File: config.mk
export PLATFORM = sky130hd
export DESIGN_NAME = fetch_redirect_unit
export DESIGN_NICKNAME = d
export VERILOG_FILES = /design/src/rtl/cpu_pipe_pkg.sv /design/src/rtl/if_id_reg.sv /design/src/rtl/fetch_redirect_unit.sv
export SDC_FILE = /design/constraint.sdc
export NUM_CORES = 1
export LEC_CHECK = 0
export CORE_MARGIN = 2
export CORE_UTILIZATION = 35
export DETAILED_ROUTE_END_ITERATION = 6
export MAX_ROUTING_LAYER = met4
export PLACE_DENSITY_LB_ADDON = 0.05
export SLEW_MARGIN = 25
export SYNTH_ARGS = -nofsm -noshare
export SYNTH_HDL_FRONTEND = slang
export SYNTH_SLANG_ARGS = --single-unit
File: constraint.sdc
create_clock -name clk -period 3.7 [get_ports clk]
set_input_delay 0.37 -clock clk [delete_from_list [all_inputs] [get_ports clk]]
set_output_delay 0.37 -clock clk [all_outputs]
set_load 0.03 [all_outputs]
File: src/rtl/cpu_pipe_pkg.sv
// Shared types and constants for the IF stage: fetch FSM states plus the
// reset PC and bubble encoding.
package cpu_pipe_pkg;

  typedef enum logic [1:0] {
    S_ISSUE = 2'd0,
    S_WAIT  = 2'd1,
    S_HOLD  = 2'd2,
    S_DROP  = 2'd3
  } fetch_state_e;

  localparam logic [31:0] RESET_PC  = 32'h0000_0000;
  localparam logic [31:0] NOP_INSTR = 32'h0000_0000;  // sll $0,$0,0

endpackage

File: src/rtl/if_id_reg.sv
// IF/ID pipeline register: instruction, PC+4 and valid flag.
// hold_i freezes everything; otherwise a load without flush captures the new
// word and any other cycle turns the register into a NOP bubble (pc kept).
module if_id_reg
  import cpu_pipe_pkg::*;
#(
  parameter logic [31:0] NOP_WORD = cpu_pipe_pkg::NOP_INSTR
) (
  input  logic        clk_i,
  input  logic        rst_i,
  input  logic        hold_i,
  input  logic        flush_i,
  input  logic        load_i,
  input  logic [31:0] instr_i,
  input  logic [31:0] pc_i,
  output logic [31:0] instr_o,
  output logic [31:0] pc_o,
  output logic        valid_o
);

  logic [31:0] instr_q, instr_d;
  logic [31:0] pc_q, pc_d;
  logic        valid_q, valid_d;

  // Next-state selection: hold, load, or bubble.
  always_comb begin
    instr_d = instr_q;
    pc_d    = pc_q;
    valid_d = valid_q;
    if (!hold_i) begin
      if (load_i && !flush_i) begin
        instr_d = instr_i;
        pc_d    = pc_i;
        valid_d = 1'b1;
      end else begin
        instr_d = NOP_WORD;
        valid_d = 1'b0;
      end
    end
  end

  // Register with asynchronous reset to the bubble state.
  always_ff @(posedge clk_i or posedge rst_i) begin
    if (rst_i) begin
      instr_q <= NOP_WORD;
      pc_q    <= 32'h0;
      valid_q <= 1'b0;
    end else begin
      instr_q <= instr_d;
      pc_q    <= pc_d;
      valid_q <= valid_d;
    end
  end

  assign instr_o = instr_q;
  assign pc_o    = pc_q;
  assign valid_o = valid_q;

endmodule

File: src/rtl/fetch_redirect_unit.sv
// IF-stage fetch controller with single-outstanding imem requests, redirect
// handling and the IF/ID register.
// Optional macro FETCH_PERF_CNT_EN adds saturating redirect/stall counters.
//
// state   | meaning
// S_ISSUE | drive imem_req for pc; late responses here are ignored
// S_WAIT  | request outstanding, waiting for imem_valid
// S_HOLD  | word arrived during stall, parked in the hold buffer
// S_DROP  | redirected while a request was in flight; swallow its response
module fetch_redirect_unit
  import cpu_pipe_pkg::*;
#(
  parameter logic [31:0] RESET_PC  = cpu_pipe_pkg::RESET_PC,
  parameter logic [31:0] NOP_INSTR = cpu_pipe_pkg::NOP_INSTR
) (
  input  logic        clk,
  input  logic        reset,
  input  logic        IFFlush,
  input  logic        CHmux,
  input  logic [31:0] redirect_target,
  input  logic        stall,
  output logic        imem_req,
  output logic [31:0] imem_addr,
  input  logic [31:0] imem_rdata,
  input  logic        imem_valid,
  output logic [31:0] instr_id,
  output logic [31:0] pc_id,
  output logic        valid_id
`ifdef FETCH_PERF_CNT_EN
  ,
  output logic [15:0] redirect_cnt,
  output logic [15:0] stall_cnt
`endif
);

  fetch_state_e state_q, state_d;
  logic [31:0]  pc_q, pc_d;
  logic [31:0]  buf_q, buf_d;
  logic         accept;
  logic [31:0]  accept_word;
  logic         redirect;
  logic         kill;
  logic [31:0]  pc_plus4;

  // A stalled ID stage re-evaluates its branch next cycle, so stall masks flush.
  assign redirect = IFFlush & CHmux & ~stall;
  assign kill     = IFFlush & ~stall;
  assign pc_plus4 = pc_q + 32'd4;

  // Next-state, next-PC and accept decision for the fetch FSM.
  always_comb begin
    state_d     = state_q;
    pc_d        = pc_q;
    buf_d       = buf_q;
    accept      = 1'b0;
    accept_word = imem_rdata;
    unique case (state_q)
      S_ISSUE: begin
        if (redirect) begin
          pc_d    = redirect_target;
          state_d = S_DROP;
        end else begin
          state_d = S_WAIT;
        end
      end
      S_WAIT: begin
        if (redirect) begin
          pc_d    = redirect_target;
          state_d = imem_valid ? S_ISSUE : S_DROP;
        end else if (imem_valid) begin
          if (stall) begin
            buf_d   = imem_rdata;
            state_d = S_HOLD;
          end else begin
            // Flush without redirect still consumes the slot: pc moves on.
            accept  = ~kill;
            pc_d    = pc_plus4;
            state_d = S_ISSUE;
          end
        end
      end
      S_HOLD: begin
        accept_word = buf_q;
        if (redirect) begin
          pc_d    = redirect_target;
          state_d = S_ISSUE;
        end else if (!stall) begin
          accept  = ~kill;
          pc_d    = pc_plus4;
          state_d = S_ISSUE;
        end
      end
      S_DROP: begin
        if (redirect) begin
          pc_d = redirect_target;
        end
        if (imem_valid) begin
          state_d = S_ISSUE;
        end
      end
      default: state_d = S_ISSUE;
    endcase
  end

  // FSM state, PC and hold buffer registers.
  always_ff @(posedge clk or posedge reset) begin
    if (reset) begin
      state_q <= S_ISSUE;
      pc_q    <= RESET_PC;
      buf_q   <= 32'h0;
    end else begin
      state_q <= state_d;
      pc_q    <= pc_d;
      buf_q   <= buf_d;
    end
  end

  // Request is gated by reset so the port reads 0 while reset is held.
  assign imem_req  = (state_q == S_ISSUE) & ~reset;
  assign imem_addr = pc_q;

  if_id_reg #(
    .NOP_WORD (NOP_INSTR)
  ) u_if_id (
    .clk_i   (clk),
    .rst_i   (reset),
    .hold_i  (stall),
    .flush_i (kill),
    .load_i  (accept),
    .instr_i (accept_word),
    .pc_i    (pc_plus4),
    .instr_o (instr_id),
    .pc_o    (pc_id),
    .valid_o (valid_id)
  );

`ifdef FETCH_PERF_CNT_EN
  logic [15:0] redirect_cnt_q;
  logic [15:0] stall_cnt_q;

  // Saturating event counters for redirects and stall cycles.
  always_ff @(posedge clk or posedge reset) begin
    if (reset) begin
      redirect_cnt_q <= 16'h0;
      stall_cnt_q    <= 16'h0;
    end else begin
      if (redirect && (redirect_cnt_q != 16'hFFFF)) redirect_cnt_q <= redirect_cnt_q + 16'd1;
      if (stall && (stall_cnt_q != 16'hFFFF))       stall_cnt_q    <= stall_cnt_q + 16'd1;
    end
  end

  assign redirect_cnt = redirect_cnt_q;
  assign stall_cnt    = stall_cnt_q;
`endif

endmodule
==> summary.md <==
| Metric | Value |
|---|---|
| Std-Cell Rows | 48 |
| CTS tree | built |
| Critical path class | reg -> reg |
| DRT Wirelength | 17.7 mm |
| Max-slew violation count | 0 |
| Fin Hold WS | 308 ps |
| VDD IR-drop max | 0.408 mV |
| Initial DRT Pass Iterations | 5 |
| CP endpoint kind | flip-flop |
| Synth top area share | 52.2% |
| Ys async rst share | 100% |
| CTS resizes | 0 |
| Synthesized area | 6280 um^2 |
| Setup TNS | 0 ps |
| Cells taking the most area after synthesis | dfrtp_1 (52%), nand2_1 (6.5%), o21ai_0 (6.0%), mux2_2 (5.9%), mux2i_1 (5.3%) |
| Port Buffers | 167 |
| Clock Tree Root | clkbuf_16 |
| Number of synthesized flops with an enable pin | 0 |
| Die area | 19,000 um^2 |
| Ys Warns | 0 |
| Critical path's largest stage delay | 790 ps |
| Clock-pin slew on the worst setup and hold paths | 60 ps |
| CTS Buffer Depth | 2 |
| Nets@finish | 849 |
| # clock sinks | 131 |
| Maxcap violations | 0 |
| Htree depth | 4 |
| Critical Path AT | 2850 ps |
| Worst min path class | in -> async |
| Post-Syn Nets | 694 |
| Most common cell after layout, fill and taps aside | clkdlybuf4s50_1 |
| Area Overhead vs Synth | 40.7% |
| CTS Hold Bufs | 0 |
| Largest net degree at the start of global routing | 50 |
| Maximum fanout along the worst path | 49 |
| RSZ-0062 raised after global routing | no |
| Mapped Cells | 618 |
| Number of global-route vias before repair | 5,116 |
| Distinct cells, synth | 49 |
| First-pass GRT wire length | 27.4 mm |
| CTS buffer count | 17 |
| Fmax | 0.390 GHz |
| Drt drc | 0 |
| Die Span X | 138 um |
| IO Count | 168 |
| Hold Fails Final Rpt | 0 |
| Initial DRC count | 335 |
| Pleak | 0.00364 uW |
| Post-DP HPWL | 12.2 mm |
| Routed Antenna Nets | 0 |
| Slew HR | 39.0% |
| Vias post-DR | 5,288 |
| Cells along the critical path | inv_1 > ha_1 > a21oi_1 > or3_2 > buf_4 > nand2_1 > o21ai_0 |
| Status | finished clean |
| Die Span Y | 138 um |
| Antenna cells | 0 |
| Initial Utilization | 36.1% |
| Biggest area consumer among synthesized cells | dfrtp_1 |
| CP Data Required Time | 3980 ps |
| Minimum clock period | 2570 ps |
| Share of cells above drive strength 1 | 11.3% |
| Most frequent cells in the layout | clkdlybuf4s50_1 (167), dfrtp_1 (131), nand2_1 (109) |
| Crit-path slowest cell | or3_2 |
| Setup Buffers After CTS | 0 |
| GRT Total Usage | 19.6% |
| Slew @ Worst Pin | 915 ps |
| Clock Skew | 9.77 ps |
| CP startpoint kind | flip-flop |
| Final setup fails | 0 |
| Initial antenna violation count | 0 |
| Mean post-synth cell area | 10.2 um^2 |
| Later-pin clock latency in the skew report | 420 ps |
| Seq/Total Area, Yosys | 52.2% |
| Avg WL per Cell | 17.5 um |
| Core area | 17,400 um^2 |
| Power per Cell Area | 870 nW/um^2 |
| Final period util | 69.3% |
| GR Overflow Total | 0 |
| GP Congestion | 0.866 |
| Ys flop type | dfrtp_1 |
| Vias per inst | 5.23 |
| Seq cells post-synth | 131 |
[synth_stat cells, types with 13 or more instances]
| cell | n |
|---|---|
| nand3_1 | 23 |
| clkbuf_1 | 27 |
| mux2i_1 | 33 |
| a21oi_1 | 18 |
| xnor2_1 | 15 |
| dfrtp_1 | 131 |
| xor2_1 | 13 |
| mux2_2 | 33 |
| o21ai_0 | 75 |
| nor2_1 | 17 |
| nand2_1 | 109 |
[final timing paths]
kind	startpoint	end	slack, ps	cells past startpoint
min in group clk	u_if_id.pc_o[0]	u_if_id.pc_o[0]	480	2
min reg2reg	u_if_id.pc_o[0]	u_if_id.pc_o[0]	480	2
min	reset	u_if_id.pc_o[29]	310	2
max	state_q[1]	u_if_id.pc_o[16]	1130	7
max reg2reg	state_q[1]	u_if_id.pc_o[16]	1130	7
max in group asynchronous	reset	imem_addr[1]	2610	4
[layout make-up]
| cell class | instances | area [um^2] |
|---|---|---|
| fill | 1586 | 8580 |
| clock inverter | 14 | 224 |
| clock buffer | 18 | 429 |
| tap | 225 | 282 |
| multi-input combinational | 438 | 2810 |
| timing repair buffer | 177 | 1780 |
| inverter | 8 | 33.8 |
| sequential | 131 | 3280 |
[through the flow]
step / cell area [um^2] / util, % / instances / total power (uW) / worst slack [ps]
global placement: 8170 / 46.9 / 978 / 5770 / 919
floorplan: 6280 / - / 618 / 4540 / 1630
finish: 8840 / 50.7 / 1011 / 7690 / 1130
global route: 8840 / 50.7 / 1011 / 8140 / 879
CTS: 8820 / 50.6 / 1010 / 7750 / 1110
detailed placement: 8170 / 46.9 / 978 / 5840 / 875
[cell families after synthesis]
logic type | share of synthesized area [%]
compound gates | 12.8
buf+inv | 3.31
simple gates | 15.4
xor+xnor | 3.90
fa+ha+maj | 1.20
flops | 52.2
mux | 11.2
[where the power goes]
part | internal, uW | switching (uW) | total, uW
combinational | 1420 | 1880 | 3300
clock | 1210 | 668 | 1870
sequential | 1990 | 524 | 2520
[registers in the layout (all words and copies together), names as in the netlist]
signal	cells
u_if_id.pc_o	32
imem_addr	32
state_q	2
u_if_id.valid_o	1
buf_q	32
u_if_id.instr_o	32
[layer usage]
layer,vias up,GRT usage (%),share of wire [%]
met3,14,3.98,6.4
met4,0,6.80,1.2
met5,-,-,0
met2,189,29.3,46
met1,2577,26.6,47
li1,2508,-,-
[critical path: cells and delay by family, from the launching register on]
| family | cells | cell delay, ps |
|---|---|---|
| buffers and inverters | 2 | 550 |
| and+or+nand+nor | 2 | 910 |
| DFF | 1 | 410 |
| AOI/OAI and AO/OA | 2 | 200 |
| adders and majority gates | 1 | 320 |
Note: power is estimated with default switching activity, not from simulation.
